==> config.mk <==
export PLATFORM = sky130hd
export DESIGN_NAME = ballot_collector
export DESIGN_NICKNAME = d
export VERILOG_FILES = /design/src/rtl/ballot_collector.sv
export SDC_FILE = /design/constraint.sdc
export NUM_CORES = 1
export LEC_CHECK = 0
export ABC_AREA = 1
export CAP_MARGIN = 15
export CORE_MARGIN = 4
export CORE_UTILIZATION = 30
export DETAILED_ROUTE_END_ITERATION = 7
export PLACE_DENSITY = 0.58
export SYNTH_ARGS = -nofsm -noshare
export SYNTH_HDL_FRONTEND = slang
export SYNTH_SLANG_ARGS = --single-unit
==> constraint.sdc <==
create_clock -name clk -period 2.17 [get_ports clk]
set_clock_uncertainty 0.2 [all_clocks]
set_input_delay 0.5425 -clock clk [delete_from_list [all_inputs] [get_ports clk]]
set_output_delay 0.5425 -clock clk [all_outputs]
set_load 0.005 [all_outputs]
==> src/rtl/ballot_collector.sv <==
// -----------------------------------------------------------------------------
// ballot_collector
//
// Upstream feeder for the 5-bit majority stage. Collects one serial vote from
// each of voters 0..4 over a valid/ready interface and assembles them into a
// 5-bit ballot. The ballot is registered and held stable until the consumer
// accepts it. A round closes when all five voters have voted, or when
// TIMEOUT_CYCLES cycles have elapsed since the first accepted vote.
//
// Parameters
//   TIMEOUT_CYCLES  cycles from first accepted vote to forced close (>= 2)
//   TMR_W           round timer width
//
// Ports
//   clk           in   1  rising-edge clock
//   reset_n       in   1  synchronous active-low reset
//   vote_valid    in   1  vote_id / vote_bit valid
//   vote_ready    out  1  collector can accept a vote (low while holding)
//   vote_id       in   3  voter index; 0..4 legal, 5..7 illegal
//   vote_bit      in   1  vote value
//   ballot        out  5  ballot[i] = vote of voter i
//   ballot_valid  out  1  ballot complete and stable
//   ballot_ready  in   1  consumer accepts ballot
//   timed_out     out  1  current ballot closed by timeout (valid with ballot_valid)
//   dup_err       out  1  one-cycle pulse: duplicate vote dropped
//   id_err        out  1  one-cycle pulse: illegal vote_id dropped
//   ones_count    out  3  number of 1s in ballot (only with BALLOT_STATS_EN)
//
// Build option
//   BALLOT_STATS_EN  when defined, adds the registered ones_count output.
// -----------------------------------------------------------------------------
module ballot_collector #(
    parameter int TIMEOUT_CYCLES = 16,
    parameter int TMR_W          = $clog2(TIMEOUT_CYCLES)
) (
    input  logic       clk,
    input  logic       reset_n,
    input  logic       vote_valid,
    output logic       vote_ready,
    input  logic [2:0] vote_id,
    input  logic       vote_bit,
    output logic [4:0] ballot,
    output logic       ballot_valid,
    input  logic       ballot_ready,
    output logic       timed_out,
    output logic       dup_err,
    output logic       id_err
`ifdef BALLOT_STATS_EN
    ,
    output logic [2:0] ones_count
`endif
);

    typedef enum logic [1:0] {
        IDLE    = 2'd0,
        COLLECT = 2'd1,
        HOLD    = 2'd2
    } state_t;

    localparam logic [4:0]       FULL_MASK  = 5'b11111;
    localparam logic [TMR_W-1:0] TIMER_LAST = TMR_W'(TIMEOUT_CYCLES - 1);

    state_t           state;
    state_t           state_nxt;

    logic [4:0]       mask;          // voters already recorded this round
    logic [4:0]       mask_nxt;
    logic [4:0]       ballot_nxt;
    logic [TMR_W-1:0] timer;
    logic [TMR_W-1:0] timer_nxt;
    logic             timed_out_nxt;

    // Vote decode
    logic             vote_fire;
    logic             id_legal;
    logic [4:0]       vote_onehot;
    logic             is_dup;
    logic             record;
    logic [4:0]       mask_upd;
    logic [4:0]       ballot_upd;
    logic             mask_complete;
    logic             timer_done;

`ifdef BALLOT_STATS_EN
    function automatic logic [2:0] count_ones(input logic [4:0] v);
        logic [2:0] n;
        n = '0;
        for (int i = 0; i < 5; i++) begin
            n = n + 3'(v[i]);
        end
        return n;
    endfunction
`endif

    // -------------------------------------------------------------------------
    // Vote decode. Illegal ids decode to an all-zero one-hot so they can never
    // touch the mask or ballot, and can never start a round.
    // -------------------------------------------------------------------------
    // NOTE: every signal assigned in an always_comb gets a default first, so no
    // path leaves it unassigned and no latch is inferred.
    always_comb begin
        vote_fire   = vote_valid && vote_ready;
        id_legal    = (vote_id <= 3'd4);
        vote_onehot = 5'b00000;
        if (id_legal) begin
            vote_onehot = 5'b00001 << vote_id;
        end
        // First vote wins: a legal id already in the mask is a duplicate.
        is_dup     = |(mask & vote_onehot);
        record     = vote_fire && id_legal && !is_dup;
        mask_upd   = mask;
        ballot_upd = ballot;
        if (record) begin
            mask_upd   = mask | vote_onehot;
            // Unrecorded ballot bits are always 0, so OR-ing in the bit suffices.
            ballot_upd = ballot | (vote_bit ? vote_onehot : 5'b00000);
        end
        mask_complete = (mask_upd == FULL_MASK);
        timer_done    = (timer == TIMER_LAST);
    end

    // -------------------------------------------------------------------------
    // FSM: state register
    // -------------------------------------------------------------------------
    // NOTE: clocked blocks use non-blocking (<=) so every flop samples the
    // pre-edge value of its inputs regardless of process evaluation order.
    always_ff @(posedge clk) begin
        if (!reset_n) begin
            state <= IDLE;
        end else begin
            state <= state_nxt;
        end
    end

    // -------------------------------------------------------------------------
    // FSM: next-state logic
    // -------------------------------------------------------------------------
    always_comb begin
        state_nxt = state;
        unique case (state)
            IDLE: begin
                // Only a recorded (legal) vote opens a round.
                if (record) begin
                    state_nxt = COLLECT;
                end
            end
            COLLECT: begin
                // A completing vote and a timeout on the same edge both close
                // the round; the vote has already been folded into mask_upd.
                if ((record && mask_complete) || timer_done) begin
                    state_nxt = HOLD;
                end
            end
            HOLD: begin
                if (ballot_ready) begin
                    state_nxt = IDLE;
                end
            end
            default: state_nxt = IDLE;
        endcase
    end

    // -------------------------------------------------------------------------
    // FSM: outputs decoded from registered state only, so there is no
    // combinational path from the vote inputs to the ballot side.
    // -------------------------------------------------------------------------
    always_comb begin
        vote_ready   = (state != HOLD);
        ballot_valid = (state == HOLD);
    end

    // -------------------------------------------------------------------------
    // Datapath next values
    // -------------------------------------------------------------------------
    always_comb begin
        ballot_nxt    = ballot;
        mask_nxt      = mask;
        timer_nxt     = timer;
        timed_out_nxt = timed_out;
        unique case (state)
            IDLE: begin
                ballot_nxt    = ballot_upd;
                mask_nxt      = mask_upd;
                timer_nxt     = '0;
                timed_out_nxt = 1'b0;
            end
            COLLECT: begin
                ballot_nxt = ballot_upd;
                mask_nxt   = mask_upd;
                if (state_nxt == HOLD) begin
                    // Closing: a full mask means the round completed normally,
                    // even if the timer expired on the same edge.
                    timer_nxt     = '0;
                    timed_out_nxt = !mask_complete;
                end else begin
                    timer_nxt = timer + TMR_W'(1);
                end
            end
            HOLD: begin
                if (ballot_ready) begin
                    ballot_nxt    = '0;
                    mask_nxt      = '0;
                    timer_nxt     = '0;
                    timed_out_nxt = 1'b0;
                end
            end
            default: begin
                ballot_nxt    = '0;
                mask_nxt      = '0;
                timer_nxt     = '0;
                timed_out_nxt = 1'b0;
            end
        endcase
    end

    // -------------------------------------------------------------------------
    // Datapath registers
    // -------------------------------------------------------------------------
    // NOTE: ballot and mask are a handful of flops rather than a RAM, so they
    // are reset explicitly; a real memory array would be left unreset and
    // qualified by its valid mask instead.
    always_ff @(posedge clk) begin
        if (!reset_n) begin
            ballot    <= '0;
            mask      <= '0;
            timer     <= '0;
            timed_out <= 1'b0;
            dup_err   <= 1'b0;
            id_err    <= 1'b0;
`ifdef BALLOT_STATS_EN
            ones_count <= '0;
`endif
        end else begin
            ballot    <= ballot_nxt;
            mask      <= mask_nxt;
            timer     <= timer_nxt;
            timed_out <= timed_out_nxt;
            // Only one vote per cycle, so these two pulses are exclusive.
            dup_err   <= vote_fire && id_legal && is_dup;
            id_err    <= vote_fire && !id_legal;
`ifdef BALLOT_STATS_EN
            ones_count <= count_ones(ballot_nxt);
`endif
        end
    end

endmodule

==> run metrics, run 1 <==
status completed; required time at the endpoint of the critical path 1.43 ns; Die ar. 4324 um2; end of the worst register-to-register path timer[1]; Warnings, synthesis 0; Vias/cell 4.590; post-route design area 1465 um2; Clock power frac 26.6%; sequential cell area fraction in the yosys report 38.00%; part of the total power dissipated in combinational logic 18.9%; remaining number of nets flagged by the antenna check after routing 0; count of unique library cells instantiated by Yosys 25; worst-case reg-to-reg path depth 13; worst setup path start state[0]; sum of routed wire length over all layers 2492 um; Flop pwr share 54.5%; flip-flop and latch count after synthesis 19; remaining design rule violation count 0; total of max-cap violations 0; Internal Dissipation 491.9 uW; setup slack after layout 0.08543 ns; floorplan die width 65.76 um; hold path start ballot[1]; layout cells sized above 1 32.24%; total congestion overflow 0; arrival time worst endpoint 1.34 ns; Die Y 65.76 um; Slew Limit Fails 0; count of mapped cells out of synthesis 138; highest attainable clock frequency 479.7 MHz; slowest cell on the critical path sky130_fd_sc_hd__clkdlybuf4s50_1; placeable core area 3128 um2; portion of the clock cycle consumed by the worst path in the final layout 96.06%; setup slack of the worst register-to-register path 0.27 ns; overall power consumption 677.0 uW; I/O pin total 18; startpoint of the worst-slack reg-to-reg timing path state[0]; starting utilization of the core area 32.00%; kind of end point of the critical path output pin; Setup crit start kind flip-flop; standard cell area after detailed placement 1364 um2; maximum number of pins on one net before global-route repair 12; cells along the critical path inv_2, nand2_4, inv_1, clkdlybuf4s50_1; final weighted congestion of routability-driven global placement 0.8428; WL met2 1217 um; count of final setup violators 0; antenna violations before repair 0; TritonCTS clock tree yes; CTS clk-pin slew, worst paths 0.11 ns; Top Layer Used met4; RSZ-0062 raised after global routing no; fraction of power spent switching nets 27.33%; PortBufs 17; number of buffers and inverters on the critical path 3; wire length of the first global-routing pass 4402 um; Switch Pwr 185.0 uW; sum of negative setup slack 0 ns; Antenna Diode Count 0; Max Root-Sink Buffers 2; H-tree Lvls 1; number of nets in the final layout 193; leakage power figure 0.6333 nW; minimum hold slack 0.2526 ns; Post-Syn Nets 147; Metal-1 WL 1086 um; Pre-Repair DR Iteration Count 4; syn_area_per_cell 7.253 um2; routed len/inst 10.98 um; clock insertion delay at the later pin of the skew report 0.30 ns; maximum VDD drop 0.2064 mV; longest individual stage delay on the worst path 0.49 ns; Crit Path Category reg -> out; total global routing track utilization 13.03%; Hold Fails Final Rpt 0; DP Wirelength 1938 um; transition time of the tightest slew-check pin 0.7332 ns; starting DRC count in detailed routing 48; netlist area before placement 1001 um2; area added between synthesis and finish 46.38%; Hold Crit Depth 2; setup slack at placement -0.5356 ns; Relative slew margins 50.80%; worst min-delay path class reg -> reg; number of rows created at floorplan 20; fin crit period 2.085 ns; CTS root buf sky130_fd_sc_hd__clkbuf_4; detailed-route via count 1042; family of cells with the greatest summed delay on the critical path buffers and inverters; vias in the first global route 1056; Met3 Wirelength 127 um; Cell Pwr Density 462.0 nW/um2; Inserted Clock Buffers 3; maximum fanout along the worst path 4; worst hold endpoint ballot[1]; Num Clock Sinks 19
[synth_stat cells (all sizes together)]
| master | n | area (um2) |
|---|---|---|
| inv | 25 | 93.84 |
| nor4 | 1 | 6.260 |
| nand3 | 16 | 102.6 |
| nand4 | 7 | 58.81 |
| nor3 | 4 | 20.02 |
| buf | 1 | 5.000 |
| dfxtp | 19 | 380.4 |
| clkinv | 2 | 7.510 |
| or2 | 1 | 6.260 |
| a21oi | 13 | 68.82 |
| ha | 1 | 12.51 |
| a211oi | 3 | 22.52 |
| nor2 | 25 | 123.9 |
| nand2 | 18 | 82.58 |
| o21ai | 2 | 10.00 |
[stage by stage]
stage / std cells / utilization, %
after floorplan: 138 / -
after global placement: 217 / 43.60
after detailed placement: 217 / 43.60
after CTS: 223 / 45.00
after global routing: 227 / 46.84
final: 227 / 46.84
[layout make-up]
cell class                 count  area [um2]
fill                         333        1663
inverter                      27       101.3
tap                           44       55.05
clock buffer                   3       22.52
multi-input combinational     91       549.3
clock inverter                 1       5.005
timing repair buffer          42       349.1
sequential                    19       382.9
[worst reg2reg max path: cells and delay by family (launching register included)]
kind,cells,cell delay [ns]
flops,1,0.37
buf+inv,1,0.06
simple gates,12,1.17
[power by group through the flow]
stage / Sequential (mW) / Combinational (mW) / Clock [mW]
2_1_floorplan: 0.375 / 0.0601 / 0
3_3_place_gp: 0.376 / 0.115 / 0
3_5_place_dp: 0.376 / 0.116 / 0
4_1_cts: 0.369 / 0.118 / 0.194
5_1_grt: 0.371 / 0.142 / 0.203
6_report: 0.369 / 0.128 / 0.180
[worst max path at each step]
stage	endpoint	slack, ns	cells after the start
6_report	ballot_valid	0.09	4
5_1_grt	timer[1]	0.0006	13
4_1_cts	ballot_valid	0.02	3
3_5_place_dp	timer[1]	-0.54	13
3_3_place_gp	timed_out	-0.44	13
2_1_floorplan	timed_out	0.21	12
[per-layer routing]
metal  global-route usage [%]  vias to the layer above
met2                    22.53                       27
met4                    6.218                        0
met5                        0                        -
li1                         -                      540
met3                    2.735                        7
met1                    15.11                      468
[kinds of logic (layout without fill, tap and decap cells)]
| kind of cell | after synthesis | count (layout) | share of synthesized area [%] |
|---|---|---|---|
| simple gates | 72 | 72 | 40.00 |
| flops | 19 | 19 | 38.00 |
| fa+ha+maj | 1 | 1 | 1.250 |
| buf+inv | 28 | 73 | 10.62 |
| compound gates | 18 | 18 | 10.12 |
[what timing repair did]
item	4_1_cts	5_1_grt
endpoints found under the setup margin	13	10
gates cloned	0	0
resized for setup	5	17
buffers inserted	2	4
hold buffers	0	0
pin swaps	5	12
[flip-flops by register name, indices dropped and copies added (netlist names)]
signal	count
timer	4
mask	5
ballot	5
dup_err	1
state	2
timed_out	1
id_err	1
[cell usage in the layout, fill, tap and decap left out, types with 4 or more instances in the layout]
master                            count
sky130_fd_sc_hd__clkdlybuf4s50_1     13
sky130_fd_sc_hd__dfxtp_1             17
sky130_fd_sc_hd__nor3_1               4
sky130_fd_sc_hd__nor2_4               5
sky130_fd_sc_hd__nand2_1             14
sky130_fd_sc_hd__nand3_1             12
sky130_fd_sc_hd__nor2_1              14
sky130_fd_sc_hd__buf_4               24
sky130_fd_sc_hd__a21oi_1             12
sky130_fd_sc_hd__nand4_1              6
sky130_fd_sc_hd__nor2_2               6
sky130_fd_sc_hd__inv_1               22
No activity file was read; power rests on OpenSTA's default activity.
==> run 2, diff against run 1 <==
--- a/config.mk
+++ b/config.mk
@@ -14,3 +14,4 @@
 export SYNTH_ARGS = -nofsm -noshare
 export SYNTH_HDL_FRONTEND = slang
 export SYNTH_SLANG_ARGS = --single-unit
+export TNS_END_PERCENT = 100
==> results of run 2 <==
No change in the layout: final DEF, timing and power equal those of run 1.
